<file path="config.mk">
export PLATFORM = sky130hd
export DESIGN_NAME = req_demux_1to2_flat
export DESIGN_NICKNAME = d
export VERILOG_FILES = /design/src/rtl/req_demux_1to2_if.sv /design/src/rtl/req_demux_1to2.sv /design/src/flat_wrapper.sv
export SDC_FILE = /design/constraint.sdc
export NUM_CORES = 1
export LEC_CHECK = 0
export CORE_ASPECT_RATIO = 1.4
export CORE_UTILIZATION = 30
export CTS_BUF_LIST = sky130_fd_sc_hd__clkbuf_8
export CTS_CLUSTER_DIAMETER = 30
export DETAILED_ROUTE_END_ITERATION = 10
export PLACE_DENSITY = 0.68
export SKIP_LAST_GASP = 1
export SYNTH_ARGS = -nofsm -noshare
export SYNTH_HDL_FRONTEND = slang
export SYNTH_SLANG_ARGS = --single-unit
</file>
<file path="constraint.sdc">
create_clock -name clk -period 1.95 [get_ports clk]
set_input_delay 0.4875 -clock clk [delete_from_list [all_inputs] [get_ports clk]]
set_output_delay 0.4875 -clock clk [all_outputs]
set_load 0.02 [all_outputs]
</file>
<file path="src/rtl/req_demux_1to2_if.sv">
// Bundle of the core-side request/response channel and both target ports.
// slave is the demux view; master is the core/target environment view.
interface req_demux_1to2_if;
    logic        s_valid;
    logic        s_ready;
    logic [31:0] s_addr;
    logic [31:0] s_wdata;
    logic        s_we;
    logic        s_rvalid;
    logic [31:0] s_rdata;
    logic        s_err;

    logic        m0_valid;
    logic        m0_ready;
    logic [31:0] m0_addr;
    logic [31:0] m0_wdata;
    logic        m0_we;
    logic        m0_rvalid;
    logic [31:0] m0_rdata;

    logic        m1_valid;
    logic        m1_ready;
    logic [31:0] m1_addr;
    logic [31:0] m1_wdata;
    logic        m1_we;
    logic        m1_rvalid;
    logic [31:0] m1_rdata;

    modport slave (
        input  s_valid, s_addr, s_wdata, s_we,
        output s_ready, s_rvalid, s_rdata, s_err,
        output m0_valid, m0_addr, m0_wdata, m0_we,
        input  m0_ready, m0_rvalid, m0_rdata,
        output m1_valid, m1_addr, m1_wdata, m1_we,
        input  m1_ready, m1_rvalid, m1_rdata
    );

    modport master (
        output s_valid, s_addr, s_wdata, s_we,
        input  s_ready, s_rvalid, s_rdata, s_err,
        input  m0_valid, m0_addr, m0_wdata, m0_we,
        output m0_ready, m0_rvalid, m0_rdata,
        input  m1_valid, m1_addr, m1_wdata, m1_we,
        output m1_ready, m1_rvalid, m1_rdata
    );
endinterface

</file>
<file path="src/rtl/req_demux_1to2.sv">
// Registered 1:2 data-memory request demux, one transaction in flight.
// Define DEMUX_TIMEOUT_EN to turn a hung target into an error response.
module req_demux_1to2 #(
    parameter logic [31:0] SEL_BASE = 32'h1000_0000,
    parameter logic [31:0] SEL_MASK = 32'hF000_0000,
    parameter int          TIMEOUT  = 16
) (
    input logic             clk,
    input logic             rst,
    req_demux_1to2_if.slave bus
);

    typedef enum logic [1:0] {
        IDLE,
        ISSUE,
        WAIT,
        RESP
    } state_t;

    state_t      state, state_n;
    logic [31:0] addr_q, addr_n;
    logic [31:0] wdata_q, wdata_n;
    logic        we_q, we_n;
    logic        sel_q, sel_n;
    logic [31:0] rdata_q, rdata_n;
    logic        err_q, err_n;

    logic        sel_ready;
    logic        sel_rvalid;
    logic [31:0] resp_data;
    logic        expired;

    assign sel_ready  = sel_q ? bus.m1_ready  : bus.m0_ready;
    assign sel_rvalid = sel_q ? bus.m1_rvalid : bus.m0_rvalid;
    // Writes return no data even if the target drives its bus.
    assign resp_data  = we_q ? 32'h0 :
                        (sel_q ? bus.m1_rdata : bus.m0_rdata);

`ifdef DEMUX_TIMEOUT_EN
    localparam int CW = $clog2(TIMEOUT + 1);
    localparam logic [CW-1:0] TO_V = CW'(TIMEOUT);

    logic [CW-1:0] cnt_q;
    logic [CW-1:0] cnt_inc;

    assign cnt_inc = cnt_q + CW'(1);
    assign expired = (state == WAIT) && !sel_rvalid && (cnt_inc == TO_V);

    always_ff @(posedge clk) begin
        if (rst) begin
            cnt_q <= '0;
        end else if (state == ISSUE) begin
            cnt_q <= '0;
        end else if (state == WAIT && !sel_rvalid) begin
            cnt_q <= cnt_inc;
        end
    end
`else
    logic unused_timeout;
    assign unused_timeout = (TIMEOUT > 0);
    assign expired        = 1'b0;
`endif

    always_ff @(posedge clk) begin
        if (rst) begin
            state   <= IDLE;
            addr_q  <= '0;
            wdata_q <= '0;
            we_q    <= 1'b0;
            sel_q   <= 1'b0;
            rdata_q <= '0;
            err_q   <= 1'b0;
        end else begin
            state   <= state_n;
            addr_q  <= addr_n;
            wdata_q <= wdata_n;
            we_q    <= we_n;
            sel_q   <= sel_n;
            rdata_q <= rdata_n;
            err_q   <= err_n;
        end
    end

    always_comb begin
        state_n = state;
        addr_n  = addr_q;
        wdata_n = wdata_q;
        we_n    = we_q;
        sel_n   = sel_q;
        rdata_n = rdata_q;
        err_n   = err_q;
        unique case (state)
            IDLE: begin
                if (bus.s_valid) begin
                    addr_n  = bus.s_addr;
                    wdata_n = bus.s_wdata;
                    we_n    = bus.s_we;
                    sel_n   = ((bus.s_addr & SEL_MASK) == SEL_BASE);
                    state_n = ISSUE;
                end
            end
            ISSUE: begin
                if (sel_ready && sel_rvalid) begin
                    rdata_n = resp_data;
                    err_n   = 1'b0;
                    state_n = RESP;
                end else if (sel_ready) begin
                    state_n = WAIT;
                end
            end
            WAIT: begin
                // A response in the expiry cycle still wins over the error.
                if (sel_rvalid) begin
                    rdata_n = resp_data;
                    err_n   = 1'b0;
                    state_n = RESP;
                end else if (expired) begin
                    rdata_n = '0;
                    err_n   = 1'b1;
                    state_n = RESP;
                end
            end
            RESP: begin
                state_n = IDLE;
            end
            default: begin
                state_n = IDLE;
            end
        endcase
    end

    assign bus.s_ready  = (state == IDLE);
    assign bus.s_rvalid = (state == RESP);
    assign bus.s_rdata  = rdata_q;
    assign bus.s_err    = err_q;

    assign bus.m0_valid = (state == ISSUE) && !sel_q;
    assign bus.m1_valid = (state == ISSUE) && sel_q;
    assign bus.m0_addr  = addr_q;
    assign bus.m1_addr  = addr_q;
    assign bus.m0_wdata = wdata_q;
    assign bus.m1_wdata = wdata_q;
    assign bus.m0_we    = we_q;
    assign bus.m1_we    = we_q;

endmodule

</file>
<file path="src/flat_wrapper.sv">
// flat-port wrapper written by rule: the top's interface ports become plain ports
module req_demux_1to2_flat 
#(
    parameter logic [31:0] SEL_BASE = 32'h1000_0000,
    parameter logic [31:0] SEL_MASK = 32'hF000_0000,
    parameter int          TIMEOUT  = 16
)
  (clk, rst, bus_s_valid, bus_s_addr, bus_s_wdata, bus_s_we, bus_s_ready, bus_s_rvalid, bus_s_rdata, bus_s_err, bus_m0_valid, bus_m0_addr, bus_m0_wdata, bus_m0_we, bus_m0_ready, bus_m0_rvalid, bus_m0_rdata, bus_m1_valid, bus_m1_addr, bus_m1_wdata, bus_m1_we, bus_m1_ready, bus_m1_rvalid, bus_m1_rdata);
  req_demux_1to2_if bus_i ();
  input logic clk;
  input logic rst;
  input wire logic [$bits(bus_i.s_valid)-1:0] bus_s_valid;
  input wire logic [$bits(bus_i.s_addr)-1:0] bus_s_addr;
  input wire logic [$bits(bus_i.s_wdata)-1:0] bus_s_wdata;
  input wire logic [$bits(bus_i.s_we)-1:0] bus_s_we;
  output wire logic [$bits(bus_i.s_ready)-1:0] bus_s_ready;
  output wire logic [$bits(bus_i.s_rvalid)-1:0] bus_s_rvalid;
  output wire logic [$bits(bus_i.s_rdata)-1:0] bus_s_rdata;
  output wire logic [$bits(bus_i.s_err)-1:0] bus_s_err;
  output wire logic [$bits(bus_i.m0_valid)-1:0] bus_m0_valid;
  output wire logic [$bits(bus_i.m0_addr)-1:0] bus_m0_addr;
  output wire logic [$bits(bus_i.m0_wdata)-1:0] bus_m0_wdata;
  output wire logic [$bits(bus_i.m0_we)-1:0] bus_m0_we;
  input wire logic [$bits(bus_i.m0_ready)-1:0] bus_m0_ready;
  input wire logic [$bits(bus_i.m0_rvalid)-1:0] bus_m0_rvalid;
  input wire logic [$bits(bus_i.m0_rdata)-1:0] bus_m0_rdata;
  output wire logic [$bits(bus_i.m1_valid)-1:0] bus_m1_valid;
  output wire logic [$bits(bus_i.m1_addr)-1:0] bus_m1_addr;
  output wire logic [$bits(bus_i.m1_wdata)-1:0] bus_m1_wdata;
  output wire logic [$bits(bus_i.m1_we)-1:0] bus_m1_we;
  input wire logic [$bits(bus_i.m1_ready)-1:0] bus_m1_ready;
  input wire logic [$bits(bus_i.m1_rvalid)-1:0] bus_m1_rvalid;
  input wire logic [$bits(bus_i.m1_rdata)-1:0] bus_m1_rdata;
  assign bus_i.s_valid = bus_s_valid;
  assign bus_i.s_addr = bus_s_addr;
  assign bus_i.s_wdata = bus_s_wdata;
  assign bus_i.s_we = bus_s_we;
  assign bus_s_ready = bus_i.s_ready;
  assign bus_s_rvalid = bus_i.s_rvalid;
  assign bus_s_rdata = bus_i.s_rdata;
  assign bus_s_err = bus_i.s_err;
  assign bus_m0_valid = bus_i.m0_valid;
  assign bus_m0_addr = bus_i.m0_addr;
  assign bus_m0_wdata = bus_i.m0_wdata;
  assign bus_m0_we = bus_i.m0_we;
  assign bus_i.m0_ready = bus_m0_ready;
  assign bus_i.m0_rvalid = bus_m0_rvalid;
  assign bus_i.m0_rdata = bus_m0_rdata;
  assign bus_m1_valid = bus_i.m1_valid;
  assign bus_m1_addr = bus_i.m1_addr;
  assign bus_m1_wdata = bus_i.m1_wdata;
  assign bus_m1_we = bus_i.m1_we;
  assign bus_i.m1_ready = bus_m1_ready;
  assign bus_i.m1_rvalid = bus_m1_rvalid;
  assign bus_i.m1_rdata = bus_m1_rdata;
  req_demux_1to2 #(.SEL_BASE(SEL_BASE), .SEL_MASK(SEL_MASK), .TIMEOUT(TIMEOUT)) u_core (.clk(clk), .rst(rst), .bus(bus_i));
endmodule
</file>
==> impl_metrics.csv, run 1 <==
group,metric,value,unit
status,status,"finished, final reports clean",
power,pwr_density_cell,1190,nW/um^2
synthesis,ys_warn_count,0,
cells_and_area,post-route-util,0.510,
cells_and_area,nFillCells,1489,
drt,initialDrtViolationCount,156,
sta,period_minus_slack,1.89,ns
critical_path,crit_slowest_cell,"clkdlybuf4s50_1",
critical_path,r2r-end,"u_core.bus.s_rdata[15]",
cts,cts_hold_buf,0,
synthesis,synth.area.top_cells,"dfxtp_1 43%, nand2_1 11%, a21oi_1 11%",
grt,grt_overflow_total,0,
sta,hold_violations,0,
sta,fmax,529,MHz
power,power.leakage,0.00278,uW
critical_path,crit_family,"buffers and inverters",
sta,timing.hold.ws,0.468,ns
worst_hold_path,hold_end,"u_core.bus.s_rdata[23]",
floorplan,die_area,16100,sq um
place,pre_cts_ws,-0.158,ns
sta,tns,0,ns
synthesis,synth_top_flop_cell,"dfxtp_1",
drt,routedWlPerCell,14.4,um
sta,skew,0.00940,ns
cts,cts_tree,"done",
critical_path,cp_slowest_stage_delay,0.64,ns
synthesis,ys_async_sr_fraction,0,
synthesis,synth_seq_area_share,0.428,
synthesis,synth_edf_count,0,
cells_and_area,n_antenna_cell,0,
synthesis,yosysTopAreaCell,"dfxtp_1",
synthesis,avgSynthCellArea,7.78,sq um
sta,grt_setup_unrepaired,"false",
drt,drc_errors,0,
job,cap_violations,0,
synthesis,synth.top_cell.area_share,0.428,
critical_path,start_kind,"register",
grt,grt_pass1_wl,22300,um
cts,clock_sink_count,100,
floorplan,dieHeight,150,um
synthesis,synth_cell_type_count,27,
synthesis,syn_area,4670,sq um
synthesis,ys_top_cells_by_count,"134 x nand2_1, 100 x dfxtp_1, 99 x a21oi_1",
grt,grt_pass1_vias,4308,
cells_and_area,drive_above_1_share,0.0532,
floorplan,num_rows,53,
grt,grtUsageTotal,0.177,
cts,clk_latency,0.35,ns
synthesis,postSynthCellCount,601,
critical_path,cp-end-kind,"primary output",
critical_path,reg2reg_depth,7,
critical_path,critPathBufInv,1,
cts,cts_buffer_depth,2,
grt,grt_max_degree,46,
cells_and_area,nNetsFinal,963,
worst_hold_path,hold_depth,2,
floorplan,fp.dieW,107,um
worst_hold_path,hp-start,"u_core.bus.s_rdata[23]",
drt,post_drt_via_cell_ratio,4.55,
floorplan,start_util,0.309,
cts,clk_pin_slew_worst_paths,0.10,ns
sta,final.setup.worst_slack,0.0588,ns
drt,drtPass1Iterations,4,
cts,cts_root_buffer,"clkbuf_8",
synthesis,synth-seq-cells,100,
critical_path,crit_path_cell_trace,"clkdlybuf4s50_1",
critical_path,r2r-start,"u_core.state[0]",
drt,vias,4634,
sta,slew_viol_final,0,
critical_path,crit_arrival,1.40,ns
place,routabilityCongestion,0.768,
power,ir_worst_vdd,0.000497,V
cells_and_area,syn2layout_area_growth,65.0,%
synthesis,syn-num-nets,742,
drt,finalWirelength,14700,um
critical_path,reg2reg_setup_slack,0.22,ns
critical_path,critical_path_required,1.46,ns
critical_path,crit_type,"reg2out",
drt,postRouteAntennaNets,0,
place,port_buffers,301,
floorplan,coreArea,15100,sq um
synthesis,yosysMostFrequentCell,"nand2_1",
worst_hold_path,hp-class,"reg2reg",
sta,setup_viol,0,
cts,cts_buffers,9,
place,dp_hpwl,11100,um
critical_path,path_max_fanout,3,
cts,htree_levels,3,
floorplan,ios,303,
grt,antenna_found_initial,0,
sta,fin_crit_sh,0.970,
==> final cells by class <==
cell class	instances	area (sq um)	area share
flip-flops and latches	100	2000	0.260
clock inverters	7	91.3	0.0118
repair buffers	321	3260	0.423
clock buffers	9	124	0.0161
multi-input cells	385	1970	0.256
well taps	192	240	0.0312
inverters	5	18.8	0.00243
==> cell families (layout without fill, tap and decap cells) <==
logic type | after synthesis | count (layout) | synth area share
compound gates | 138 | 138 | 0.153
fa+ha+maj | 5 | 5 | 0.0134
simple gates | 206 | 206 | 0.178
buf+inv | 116 | 342 | 0.151
flops | 100 | 100 | 0.428
other cells | 1 | 1 | 0.000802
mux | 35 | 35 | 0.0749
==> registers in the layout (all words and copies together) (netlist names) <==
name                 cells
u_core.bus.m0_addr      32
u_core.bus.m0_wdata     32
u_core.bus.s_rdata      32
u_core.state             2
u_core.bus.m0_we         1
u_core.sel_q             1
==> stage by stage <==
step | power (uW) | instance area [sq um] | std cells
detailed placement | 7810 | 7510 | 1003
global route | 9740 | 7710 | 1019
finish | 9140 | 7710 | 1019
global placement | 7780 | 7510 | 1003
floorplan | 5620 | 4670 | 601
CTS | 9260 | 7720 | 1019
==> power by group <==
part | internal, uW | leakage [uW] | switching [uW]
Combinational | 2240 | 0.00185 | 2580
Clock | 722 | 0.000115 | 725
Sequential | 2540 | 0.000820 | 328
Total | 5510 | 0.00278 | 3630
==> what timing repair did <==
action	CTS	global route
endpoints found under the setup margin	4	2
cloned	0	0
setup buffers	0	0
gates resized for setup	6	3
==> layer usage <==
layer / global-route usage / wire [um]
met5: 0 / 0
met3: 0.0475 / 1070
met4: 0.0432 / 138
met2: 0.321 / 7870
met1: 0.203 / 5610
==> worst max path at each step <==
stage               slack [ns]  depth (start not counted)                     end                    from
floorplan                 0.21                          7  u_core.bus.m0_addr[19]         u_core.state[0]
global placement         -0.15                          6         u_core.state[1]           bus_m0_rvalid
detailed placement       -0.16                          6         u_core.state[1]           bus_m0_rvalid
CTS                      -0.10                          4            bus_m0_valid         u_core.state[1]
global route            0.0006                          1         bus_m1_addr[10]  u_core.bus.m0_addr[10]
finish                    0.06                          1         bus_m1_addr[10]  u_core.bus.m0_addr[10]
==> cell usage in the layout, fill, tap and decap left out, types with 5 or more instances in the layout <==
| cell type | n |
|---|---|
| a21oi_1 | 99 |
| buf_12 | 9 |
| buf_4 | 12 |
| clkbuf_8 | 9 |
| clkdlybuf4s50_1 | 296 |
| dfxtp_1 | 98 |
| ha_1 | 5 |
| inv_1 | 6 |
| mux2i_1 | 35 |
| nand2_1 | 133 |
| nand3_1 | 32 |
| nor2_1 | 34 |
| o21ai_0 | 28 |
| o21ai_1 | 5 |
(Power assumes the default switching activity.)
==> run 2: changes to the inputs <==
- PLACE_DENSITY: 0.68 -> 0.69
==> run 2 against run 1 <==
Effect of this change: cell area decreased by 0.23%; die area is the same; clock-buffer cell count grew 1; setup slack better by 0.0052 ns; sequential share of layout area is 0.059 points higher; utilization decreased by 0.12 points; clock power fell by 7%; first-iteration DRC count down 3.2%; combinational power fell by 0.8%; total power down 1.4%; cell count is the same; critical endpoint is now bus_m0_we; largest power group unchanged.
==> impl_metrics.csv, run 2 (same netlist as run 1, synthesis figures left out) <==
group,metric,value,unit
floorplan,fp.dieW,107,um
grt,grt_overflow_total,0,
critical_path,crit_slowest_cell,"clkdlybuf4s50_1",
sta,grt_setup_unrepaired,"false",
critical_path,critPathBufInv,1,
power,power.leakage,0.00281,uW
floorplan,coreArea,15100,sq um
drt,drtPass1Iterations,4,
grt,grt_pass1_wl,22700,um
worst_hold_path,hp-class,"reg2reg",
cts,htree_levels,3,
critical_path,crit_type,"reg2out",
drt,postRouteAntennaNets,0,
sta,skew,0.00972,ns
sta,hold_violations,0,
grt,antenna_found_initial,1,
cells_and_area,multiInputGateArea,1970,sq um
cts,cts_root_buffer,"clkbuf_8",
drt,routedWlPerCell,14.6,um
cells_and_area,post-route-util,0.509,
sta,period_minus_slack,1.89,ns
sta,setup_viol,0,
drt,drc_errors,0,
cts,clk_latency,0.35,ns
sta,fmax,530,MHz
critical_path,crit_family,"buffers and inverters",
grt,grt_max_degree,59,
status,status,"finished, final reports clean",
power,sw_frac_of_total,0.403,
critical_path,critical_path_required,1.46,ns
power,ir_worst_vdd,0.000637,V
power,pwr_density_cell,1170,nW/um^2
place,dpl_cell_area,7500,sq um
critical_path,crit_path_cell_trace,"clkdlybuf4s50_1",
drt,finalWirelength,14800,um
grt,grt_pass1_vias,4303,
cts,cts_tree,"done",
floorplan,die_area,16100,sq um
cells_and_area,drive_above_1_share,0.0556,
sta,slew_viol_final,0,
cts,cts_buffer_depth,2,
power,pwr-share-seq,0.321,
place,place_inst,1004,
floorplan,num_rows,53,
power,power_switching,3640,uW
critical_path,path_max_fanout,4,
cells_and_area,nNetsFinal,964,
critical_path,cp-end-kind,"primary output",
power,intPower,5380,uW
place,routabilityCongestion,0.768,
place,port_buffers,301,
floorplan,ios,303,
critical_path,start_kind,"register",
cts,cts_hold_buf,0,
place,dp_hpwl,11300,um
cells_and_area,regArea,2000,sq um
cells_and_area,final_cell_mix,"293 x clkdlybuf4s50_1, 133 x nand2_1, 99 x a21oi_1",
cells_and_area,nFillCells,1504,
critical_path,crit_arrival,1.40,ns
critical_path,cp_slowest_stage_delay,0.63,ns
grt,grtUsageTotal,0.181,
floorplan,start_util,0.309,
cells_and_area,final_common_cell,"clkdlybuf4s50_1",
drt,post_drt_via_cell_ratio,4.63,
sta,timing.hold.ws,0.467,ns
cells_and_area,syn2layout_area_growth,64.6,%
cts,clock_sink_count,100,
power,pwr-share-clk,0.149,
floorplan,dieHeight,150,um
cts,clk_pin_slew_worst_paths,0.10,ns
cells_and_area,n_antenna_cell,0,
cells_and_area,finalNonFillerCells,1019,
cts,cts_buffers,9,
job,cap_violations,0,
cells_and_area,finish.instance_area,7690,sq um
sta,fin_crit_sh,0.967,
drt,vias,4718,
drt,initialDrtViolationCount,151,
power,pwr-share-comb,0.530,
[run 2: final timing paths]
check | from | endpoint | slack [ns] | cells past startpoint
max | u_core.bus.m0_we | bus_m0_we | 0.06 | 1
min | u_core.bus.s_rdata[16] | u_core.bus.s_rdata[16] | 0.47 | 2
max reg2reg | u_core.state[0] | u_core.bus.s_rdata[26] | 0.21 | 7
min reg2reg | u_core.bus.s_rdata[16] | u_core.bus.s_rdata[16] | 0.47 | 2
[run 2: final cells by class]
type,instances,share of cell area
flip-flops and latches,100,0.261
repair buffers,322,0.424
well taps,192,0.0312
clock buffers,10,0.0179
clock inverters,5,0.00781
inverters,5,0.00244
multi-input cells,385,0.256
[run 2: timing repair]
action                     CTS  global route
gates resized for setup      6             9
setup endpoints to repair    4             8
buffers inserted             0             0
[run 2: power by group through the flow]
stage                     Clock (uW)  Combinational [uW]  Sequential, uW
after global placement             0                4840            2920
final                           1350                4780            2890
after CTS                       1400                4840            2900
after global routing            1470                5160            2960
after floorplan                    0                2160            3460
after detailed placement           0                4840            2940
[run 2: metal layers]
metal / GRT usage / wire length, um / part of all wire
met4: 0.0521 / 199 / 0.013
met3: 0.0457 / 1060 / 0.071
met1: 0.201 / 5640 / 0.38
met5: 0 / 13 / 0.00088
met2: 0.334 / 7930 / 0.53
[run 2: stage by stage]
stage / total power (uW) / setup slack, ns / setup TNS, ns
floorplan: 5620 / 0.211 / 0
global placement: 7760 / -0.113 / -1.29
detailed placement: 7780 / -0.157 / -2.36
CTS: 9140 / -0.0607 / -0.0607
global route: 9590 / 0.00436 / 0
finish: 9010 / 0.0639 / 0
